--- src/rtl/k051962_pkg.sv ---
// Shared types and helpers for the k051962 tile plane serializer.
package k051962_pkg;

  localparam int TILE_W = 8;
  localparam int BPP    = 4;

  typedef logic [31:0] tile_row_t;
  typedef logic [3:0]  pix_t;

  // Pixel n of a tile row takes bit (7-n) from each of the four byte planes, plane 3 in the top byte.
  function automatic pix_t pix_extract(tile_row_t d, logic [2:0] n);
    logic [4:0] b0;
    logic [4:0] b1;
    logic [4:0] b2;
    logic [4:0] b3;
    b3 = 5'd31 - {2'b00, n};
    b2 = 5'd23 - {2'b00, n};
    b1 = 5'd15 - {2'b00, n};
    b0 = 5'd7  - {2'b00, n};
    return {d[b3], d[b2], d[b1], d[b0]};
  endfunction

endpackage

--- src/rtl/k051962_tile_stage.sv ---
// Tile staging register, pending flag, fine-scroll phase counter and transfer strobe.
module k051962_tile_stage
  import k051962_pkg::*;
#(
  parameter int FLIP_X_BIT = 0,
  parameter int PAL_LSB    = 4
) (
  input  logic      clk,
  input  logic      rst,
  input  logic      ce_pix,
  input  logic      ld_tile,
  input  tile_row_t rom_d,
  input  logic [7:0] col,
  input  logic [2:0] zh,
  input  logic      flip_screen,
  input  logic      hflip_en,
  output logic      xfer,
  output tile_row_t xfer_row,
  output pix_t      xfer_pal,
  output logic      xfer_rev,
  output logic [2:0] phase,
  output logic      pending
);

  tile_row_t  row_stg;
  pix_t       pal_stg;
  logic [2:0] zh_stg;
  logic       rev_stg;
  logic [2:0] next_phase;
  logic       rev_in;
  pix_t       pal_in;
  logic       unused_col;

  assign unused_col = ^col;
  assign rev_in     = flip_screen ^ (hflip_en & col[FLIP_X_BIT]);
  assign pal_in     = col[PAL_LSB +: 4];
  assign next_phase = ld_tile ? 3'd0 : phase + 3'd1;

  // A load with zh=0 hands its tile straight to the shifter; otherwise staging fires when the phase reaches zh.
  assign xfer = ce_pix & (ld_tile ? (zh == 3'd0) : (pending & (zh_stg == next_phase)));

  assign xfer_row = ld_tile ? rom_d  : row_stg;
  assign xfer_pal = ld_tile ? pal_in : pal_stg;
  assign xfer_rev = ld_tile ? rev_in : rev_stg;

  always_ff @(posedge clk) begin
    if (rst) begin
      row_stg <= '0;
      pal_stg <= '0;
      zh_stg  <= '0;
      rev_stg <= 1'b0;
      pending <= 1'b0;
      phase   <= '0;
    end else if (ce_pix) begin
      phase   <= next_phase;
      pending <= (ld_tile | pending) & ~xfer;
      if (ld_tile) begin
        row_stg <= rom_d;
        pal_stg <= pal_in;
        zh_stg  <= zh;
        rev_stg <= rev_in;
      end
    end
  end

endmodule

--- src/rtl/k051962_plane_serializer.sv ---
// Tile plane serializer: shifts one 4bpp pixel per pixel enable with fine-scroll delay and flip.
module k051962_plane_serializer
  import k051962_pkg::*;
#(
  parameter int FLIP_X_BIT = 0,
  parameter int PAL_LSB    = 4
) (
  input  logic        clk_24M,
  input  logic        RES,
  input  logic        ce_pix,
  input  logic        ld_tile,
  input  logic [31:0] rom_d,
  input  logic [7:0]  col,
  input  logic [2:0]  zh,
  input  logic        flip_screen,
  input  logic        hflip_en,
  output logic [3:0]  pix,
  output logic [3:0]  pix_pal,
  output logic        pix_opaque,
  output logic        underrun
);

  logic       xfer;
  tile_row_t  xfer_row;
  pix_t       xfer_pal;
  logic       xfer_rev;
  logic [2:0] phase;
  logic       pending;

  tile_row_t  row_q;
  logic       rev_q;
  logic [3:0] idx_q;
  logic       under_done;
  pix_t       pix_next;
  pix_t       pal_next;
  logic [2:0] shift_n;

  k051962_tile_stage #(
    .FLIP_X_BIT(FLIP_X_BIT),
    .PAL_LSB   (PAL_LSB)
  ) u_stage (
    .clk        (clk_24M),
    .rst        (RES),
    .ce_pix     (ce_pix),
    .ld_tile    (ld_tile),
    .rom_d      (rom_d),
    .col        (col),
    .zh         (zh),
    .flip_screen(flip_screen),
    .hflip_en   (hflip_en),
    .xfer       (xfer),
    .xfer_row   (xfer_row),
    .xfer_pal   (xfer_pal),
    .xfer_rev   (xfer_rev),
    .phase      (phase),
    .pending    (pending)
  );

  assign shift_n = rev_q ? (3'd7 - idx_q[2:0]) : idx_q[2:0];

  // A transfer always wins over the remainder of the tile currently shifting.
  always_comb begin
    pix_next = pix;
    pal_next = pix_pal;
    if (xfer) begin
      pix_next = pix_extract(xfer_row, xfer_rev ? 3'd7 : 3'd0);
      pal_next = xfer_pal;
    end else if (!idx_q[3]) begin
      pix_next = pix_extract(row_q, shift_n);
    end else begin
      pix_next = '0;
      pal_next = '0;
    end
  end

  always_ff @(posedge clk_24M) begin
    if (RES) begin
      row_q      <= '0;
      rev_q      <= 1'b0;
      idx_q      <= 4'd8;
      under_done <= 1'b0;
      pix        <= '0;
      pix_pal    <= '0;
      pix_opaque <= 1'b0;
      underrun   <= 1'b0;
    end else begin
      underrun <= 1'b0;
      if (ce_pix) begin
        pix        <= pix_next;
        pix_pal    <= pal_next;
        pix_opaque <= (pix_next != 4'd0);
        if (xfer) begin
          row_q      <= xfer_row;
          rev_q      <= xfer_rev;
          idx_q      <= 4'd1;
          under_done <= 1'b0;
        end else if (!idx_q[3]) begin
          idx_q <= idx_q + 4'd1;
        end else begin
          underrun   <= ~under_done;
          under_done <= 1'b1;
        end
      end
    end
  end

endmodule

--- config.mk ---
export PLATFORM = sky130hd
export DESIGN_NAME = k051962_plane_serializer
export DESIGN_NICKNAME = d
export VERILOG_FILES = /design/src/rtl/k051962_pkg.sv /design/src/rtl/k051962_tile_stage.sv /design/src/rtl/k051962_plane_serializer.sv
export SDC_FILE = /design/constraint.sdc
export NUM_CORES = 1
export LEC_CHECK = 0
export ABC_CLOCK_PERIOD_IN_PS = 6540
export CAP_MARGIN = 20
export CORE_MARGIN = 3
export CORE_UTILIZATION = 45
export DETAILED_ROUTE_END_ITERATION = 16
export GPL_TIMING_DRIVEN = 0
export PLACE_DENSITY = 0.67
export SETUP_SLACK_MARGIN = 0.2
export SYNTH_ARGS = -nofsm -noshare
export SYNTH_HDL_FRONTEND = slang
export SYNTH_HIERARCHICAL = 1
export SYNTH_SLANG_ARGS = --single-unit
--- constraint.sdc ---
create_clock -name clk_24M -period 6.54 [get_ports clk_24M]
set_input_delay 1.308 -clock clk_24M [delete_from_list [all_inputs] [get_ports clk_24M]]
set_output_delay 1.308 -clock clk_24M [all_outputs]
set_load 0.01 [all_outputs]
==> out/results.tsv, run 1 <==
metric	value	unit
share of the synthesized area in compound gates (AO/OA/AOI/OAI)	0.184	
final clock skew	0.00941	ns
Nets	663	
IO Count	59	
setup violation total in the final timing report	0	
Min Clock Period, post-route	3.89	ns
GPL Wtd Cong	0.913	
unrepaired setup endpoints after global routing	no	
Starting Density	0.476	
cts hold-fix bufs	0	
hold_ws	0.437	ns
startpoint of the lowest-slack hold path	under_done	
XOR/XNOR Fraction of Synth Area	0.0136	
post_cts resized	0	
Gate Count Post-Synth	547	
PortBufs	54	
final hold viol count	0	
flop-to-flop setup slack	3.55	ns
synthesis-stage register bit count	92	
critical path required time	6.83	ns
relative max-transition margin	0.624	
GR met3 Demand/Resource	0.0528	
R2R Path Start	u_stage/phase[0]	
mux contribution to synthesized area	0.132	
critical-path maximum fanout	10	
dpl hpwl	8720	um
final wirelength	11700	um
WL/cell	15.7	um
met1 GRT Util	0.281	
number of fill cells	899	
adder-cell share of the synthesized area	0.00556	
Post-Synth Simple-Gate Area	0.197	
DRC Markers	0	
initial DRC count	191	
first-pass GRT wire length	19300	um
number of pins with negative max-slew slack in the final report	0	
clock-pin transition on the worst setup and hold timing paths	0.09	ns
CP endpoint kind	flop	
status	finished, final reports clean	
count of buffers added by post-CTS timing repair for setup	0	
number of buffers on the longest clock path	2	
maximum vdd ir drop	0.000138	V
Area Overhead vs Synth	20.6	%
Syn Std Cell Area	4500	um^2
ratio of routed vias to standard cells	5.52	
core occupancy in the finished layout	0.573	
Max H-tree Level	3	
Die Y	106	um
core area	9460	um^2
clock insertion delay at the later pin of the skew report	0.36	ns
overall global routing resource usage	0.212	
Pre-antenna DRT Iters	5	
total power divided by cell area	212	nW/um^2
count of flip-flops with a built-in enable after synthesis	0	
Critical Path AT	4.17	ns
antenna violations before repair	0	
number of global-route vias before repair	3935	
fraction of the yosys area taken by sequential cells	0.409	
highest clock rate	257	MHz
Root Buffer Master	clkbuf_8	
Sinks on Clock Net	92	
post-detailed-route count of antenna-violating nets	0	
pin count of the biggest net entering global routing	16	
Synth Net Count	598	
type of the most critical hold path	reg -> reg	
setup tns final	0	ns
kind of start point of the critical path	input pin	
leakage power figure	0.00192	uW
Synth async-reset ratio	0	
overflow left after global routing	0	
met2 track demand over resource	0.345	
Die X-Extent	106	um
transition at the pin with the smallest max-transition slack	0.563	ns
flip-flop cell with the highest count after synthesis	dfxtp_1	
crit share post-route	0.594	
placement row count	35	
share of cells above drive strength 1	0.133	
Max-Cap Viols	0	
routed vias	4116	
DIE AREA	11200	um^2
synthesized area divided by synthesized cell count	8.22	um^2
number of buffers created by CTS	9	
peak-usage layer in the global routing report	met2	
class of the most critical setup path	in -> reg	
number of inserted diodes	0	
Synth Warn #	6	
crit path launch	ce_pix	
CTS tree	yes	
number of unique standard cell types used by synthesis	52	
largest family of logic cells by synthesized area	simple AND/OR/NAND/NOR gates	
-- synth_stat cells, types with 3 or more instances --
cell type    n  area share
a22oi_1      7       0.012
mux2_2      40        0.10
a211oi_1     5      0.0083
clkbuf_1    24       0.020
a21oi_1     86       0.096
nor4_1       3      0.0042
nand2b_1     6      0.0083
o21ai_0      5      0.0056
xnor2_1      3      0.0058
and2_1       3      0.0042
a221oi_1    14       0.027
inv_1        5      0.0042
nor3_1       5      0.0056
buf_2        9       0.010
nor2_1      22       0.018
dfxtp_1     92        0.41
nand2_1    152        0.13
mux2i_1      7       0.016
nor2b_1      8       0.011
buf_4        7       0.012
o211ai_1     3      0.0050
xor2_1       4      0.0078
-- worst max-delay path: stages --
cell	delay, ns
clkdlybuf4s50_1	0.66
nor2b_1	0.27
nand4_1	0.15
o21ai_0	0.45
and2_1	0.23
clkbuf_1	0.42
clkbuf_1	0.40
nand2_1	0.14
a21oi_1	0.14
-- cell type report --
class / instances / area, um^2 / area share
plain buffers: 44 / 245 / 0.0452
clock buffers: 10 / 138 / 0.0254
clock inverters: 5 / 85.1 / 0.0157
inverters: 5 / 18.8 / 0.00346
multi-input cells: 406 / 2390 / 0.441
flip-flops and latches: 92 / 1840 / 0.340
well taps: 129 / 161 / 0.0298
repair buffers: 54 / 541 / 0.0997
-- cell families (layout without fill, tap and decap cells) --
kind of cell	Yosys count	in the layout
simple gates	210	210
compound gates	137	137
mux	50	50
flops	92	92
xor+xnor	7	7
buf+inv	49	118
fa+ha+maj	2	2
-- metrics by stage --
step	setup WS (ns)	power, uW	cell area [um^2]	instances
floorplan	3.35	673	4500	547
global placement	2.40	728	5200	730
detailed placement	2.31	730	5200	730
CTS	2.67	1160	5420	745
global route	2.41	1190	5420	745
finish	2.65	1150	5420	745
-- power by group --
| part | leakage, uW | internal (uW) | total, uW | switching [uW] |
|---|---|---|---|---|
| Sequential | 0.000748 | 576 | 585 | 8.95 |
| Combinational | 0.00106 | 67.2 | 133 | 65.9 |
| Clock | 0.000109 | 226 | 431 | 205 |
| Total | 0.00192 | 869 | 1150 | 280 |
-- layer usage --
layer	part of all wire	wire (um)
met2	0.47	5490
met5	0	0
met3	0.068	798
met4	0.014	163
met1	0.45	5230
-- registers in the layout (all words and copies together), names as in the netlist --
signal           count
u_stage/pending      1
u_stage/rev_stg      1
u_stage/zh_stg       3
pix_pal              4
u_stage/pal_stg      4
pix                  4
idx_q                4
rev_q                1
under_done           1
u_stage/phase        3
underrun             1
pix_opaque           1
u_stage/row_stg     32
row_q               32
-- path summary, 6_finish.rpt --
| check | cells after the start | end |
|---|---|---|
| max | 9 | row_q[18] |
| min | 1 | underrun |
| max reg2reg | 9 | row_q[18] |
| min reg2reg | 1 | underrun |
-- cell usage in the layout (no fill, tap or decap), types with 4 or more instances in the layout --
cell type and count:
nand2_1 152, dfxtp_1 92, a21oi_1 86, clkdlybuf4s50_1 54
mux2_2 40, clkbuf_1 24, nor2_1 22, a221oi_1 14
clkbuf_8 10, buf_2 9, nor2b_1 8, a22oi_1 7
mux2i_1 7, buf_4 7, nand2b_1 6, o21ai_0 5
inv_1 5, a211oi_1 5, nor3_1 5, xor2_1 4
(Power assumes the default switching activity.)
==> run 2: changes to the inputs <==
--- a/config.mk
+++ b/config.mk
@@ -5,13 +5,13 @@
 export SDC_FILE = /design/constraint.sdc
 export NUM_CORES = 1
 export LEC_CHECK = 0
-export ABC_CLOCK_PERIOD_IN_PS = 6540
+export ABC_CLOCK_PERIOD_IN_PS = 3210
 export CAP_MARGIN = 20
 export CORE_MARGIN = 3
 export CORE_UTILIZATION = 45
 export DETAILED_ROUTE_END_ITERATION = 16
 export GPL_TIMING_DRIVEN = 0
-export PLACE_DENSITY = 0.67
+export PLACE_DENSITY = 0.7
 export SETUP_SLACK_MARGIN = 0.2
 export SYNTH_ARGS = -nofsm -noshare
 export SYNTH_HDL_FRONTEND = slang
==> constraint.sdc (replaced) <==
create_clock -name clk_24M -period 3.21 [get_ports clk_24M]
set_input_delay 0.642 -clock clk_24M [delete_from_list [all_inputs] [get_ports clk_24M]]
set_output_delay 0.642 -clock clk_24M [all_outputs]
set_load 0.01 [all_outputs]
==> run 2 against run 1 <==
Worst setup slack lost 2.3 ns. Combinational power is 100% higher. Highest routed layer unchanged. Non-clock buffer count unchanged. Critical path type unchanged. Register-to-register slack worse by 3.0 ns. Power increased by 90%. Final area decreased by 0.74%. Die area unchanged. Routed wire length increased by 1.5%. Utilization is 0.42 points lower. Critical path depth up 2. Sequential share of layout area grew 0.25 points. Hold slack improved by 0.0072 ns.
==> out/results.tsv, run 2 (synthesized netlist as in run 1, its figures left out) <==
metric	value	unit	change
DRC Markers	0		unchanged
clock-pin transition on the worst setup and hold timing paths	0.09	ns	about the same
FF/Latch Area	1840	um^2	unchanged
smallest setup slack after layout	0.312	ns	was 2.65 ns
type of the most critical hold path	reg -> reg		unchanged
WL/cell	15.9	um	was 15.7 um
class of the most critical setup path	in -> reg		unchanged
kind of start point of the critical path	input pin		unchanged
R2R Path Start	u_stage/phase[0]		unchanged
number of cells on the worst hold path	1		unchanged
worst slack at placement	-0.262	ns	was 2.31 ns
pin count of the biggest net entering global routing	17		was 16
CP delay by family, top	buffers and inverters		unchanged
capture instance of the worst register-to-register path	pix_opaque		was row_q[18]
r2r worst-path depth	9		unchanged
CTS tree	yes		unchanged
max incr delay on CP	0.66	ns	about the same
initial DRC count	182		was 191
overall global routing resource usage	0.216		was 0.212
Die Y	106	um	unchanged
share of cells above drive strength 1	0.143		was 0.133
CP max-delay cell	clkdlybuf4s50_1		unchanged
first-pass GRT wire length	19600	um	was 19,300 um
cts hold-fix bufs	0		unchanged
hold_ws	0.444	ns	was 0.437 ns
leading cell type in the layout, fill and taps excluded	nand2_1		unchanged
buffers and inverters on the worst path	4		was 3
placed instance area	5200	um^2	unchanged
Root Buffer Master	clkbuf_8		unchanged
CP dominant cell by count	buf_4		was clkbuf_1
highest clock rate	345	MHz	
maximum vdd ir drop	0.000205	V	was 0.000138 V
post-detailed-route count of antenna-violating nets	0		unchanged
worst hold path endpoint	underrun		unchanged
startpoint of the lowest-slack hold path	under_done		unchanged
status	finished, final reports clean		unchanged
critical path required time	3.45	ns	was 6.83 ns
CP endpoint kind	flop		unchanged
leakage power figure	0.00191	uW	was 0.00192 uW
routed vias	4089		was 4,116
flop-to-flop setup slack	0.58	ns	was 3.55 ns
overflow left after global routing	0		unchanged
antenna violations before repair	0		unchanged
cell area after layout	5380	um^2	was 5420 um^2
core occupancy in the finished layout	0.569		was 0.573
DIE AREA	11200	um^2	unchanged
placement row count	35		unchanged
total area of multi-input combinational cells	2390	um^2	about the same
Pre-antenna DRT Iters	5		unchanged
Die X-Extent	106	um	unchanged
transition at the pin with the smallest max-transition slack	0.587	ns	was 0.563 ns
total power divided by cell area	406	nW/um^2	was 212 nW/um^2
count of buffers added by post-CTS timing repair for setup	0		unchanged
setup violation total in the final timing report	0		unchanged
Starting Density	0.476		unchanged
Sinks on Clock Net	92		unchanged
GPL Wtd Cong	0.902		was 0.913
Max-Cap Viols	0		unchanged
number of pins with negative max-slew slack in the final report	0		unchanged
final wirelength	11900	um	was 11,700 um
list of cells traversed by the critical path	clkdlybuf4s50_1 > and2_1 > buf_4 > buf_4 > nand2_1 > o21ai_1 > clkbuf_2 > nor4_1 > a211oi_1 > and4_1 > nor3_2		was clkdlybuf4s50_1 > nor2b_1 > nand4_1 > o21ai_0 > and2_1 > clkbuf_1 > clkbuf_1 > nand2_1 > a21oi_1
critical-path maximum fanout	10		unchanged
dpl hpwl	8800	um	was 8720 um
Critical Path AT	3.14	ns	was 4.17 ns
relative max-transition margin	0.608		was 0.624
clock insertion delay at the later pin of the skew report	0.37	ns	was 0.36 ns
Top Registers	row_q (32), u_stage/row_stg (32)		unchanged
Min Clock Period, post-route	2.90	ns	
number of global-route vias before repair	3972		was 3,935
ratio of routed vias to standard cells	5.48		was 5.52
crit share post-route	0.903		
unrepaired setup endpoints after global routing	yes		was no
PortBufs	54		unchanged
IO Count	59		unchanged
number of inserted diodes	0		unchanged
number of fill cells	927		was 899
final hold viol count	0		unchanged
Area Overhead vs Synth	19.7	%	was 20.6%
final clock skew	0.0169	ns	was 0.00941 ns
most used cells in the layout excluding fill and tap cells	nand2_1, dfxtp_1, a21oi_1		unchanged
Power Total	2190	uW	was 1150 uW
Nets	663		unchanged
Max H-tree Level	3		unchanged
number of buffers created by CTS	9		unchanged
number of buffers on the longest clock path	2		unchanged
core area	9460	um^2	unchanged
run 2: changes by cell type in the layout (fill, tap and decap cells not counted), sizes merged:
cell and delta:
clkinv +3, bufinv -2, clkbuf -1, clkinvlp +1
run 2: stage by stage:
step,cells,TNS (ns)
2_1_floorplan,547,0
3_3_place_gp,730,-4.62
3_5_place_dp,730,-5.19
4_1_cts,746,0
5_1_grt,746,0
6_report,746,0
run 2: power by group:
part / internal (uW) / switching [uW] / total, uW / leakage (uW)
Combinational: 137 / 135 / 272 / 0.00107
Sequential: 1170 / 18.6 / 1190 / 0.000748
Clock: 284 / 439 / 723 / 0.0000856
run 2: final cells by class:
| cell class | count | area share |
|---|---|---|
| sequential | 92 | 0.342 |
| timing repair buffer | 54 | 0.100 |
| clock buffer | 9 | 0.0230 |
| tap | 129 | 0.0300 |
| buffer | 44 | 0.0465 |
| multi-input combinational | 406 | 0.445 |
| clock inverter | 7 | 0.00953 |
| inverter | 5 | 0.00349 |
run 2: how the worst max path moves through the flow:
stage / from / endpoint / slack (ns) / depth (start not counted)
after global placement: ce_pix / row_q[17] / -0.23 / 9
final: ce_pix / pix_opaque / 0.31 / 11
after global routing: ce_pix / pix_opaque / 0.12 / 11
after CTS: ce_pix / pix_opaque / 0.21 / 12
after floorplan: ld_tile / pix_opaque / 0.68 / 10
after detailed placement: ce_pix / row_q[18] / -0.26 / 9
run 2: worst reg2reg max path, delay by kind of cell, from the launching register on:
kind | cells | cell delay [ns]
AO/OA/AOI/OAI | 2 | 0.65
AND/OR/NAND/NOR | 3 | 0.41
flip-flops | 1 | 0.40
multiplexers | 1 | 0.36
buffers and inverters | 1 | 0.31
adder cells (fa/ha/maj) | 1 | 0.22
XOR/XNOR | 1 | 0.18
run 2: timing repair:
| item | in CTS | in global routing |
|---|---|---|
| resized for setup | 2 | 6 |
| setup endpoints to repair | 17 | 24 |
| cloned | 0 | 0 |
| endpoints found under the hold margin | 0 | 0 |
run 2: metal layers:
layer,global-route usage,vias up,part of all wire
met5,0,-,0
met4,0.0638,0,0.014
met3,0.0328,15,0.050
met2,0.358,129,0.47
met1,0.291,1918,0.47
li1,-,2027,-
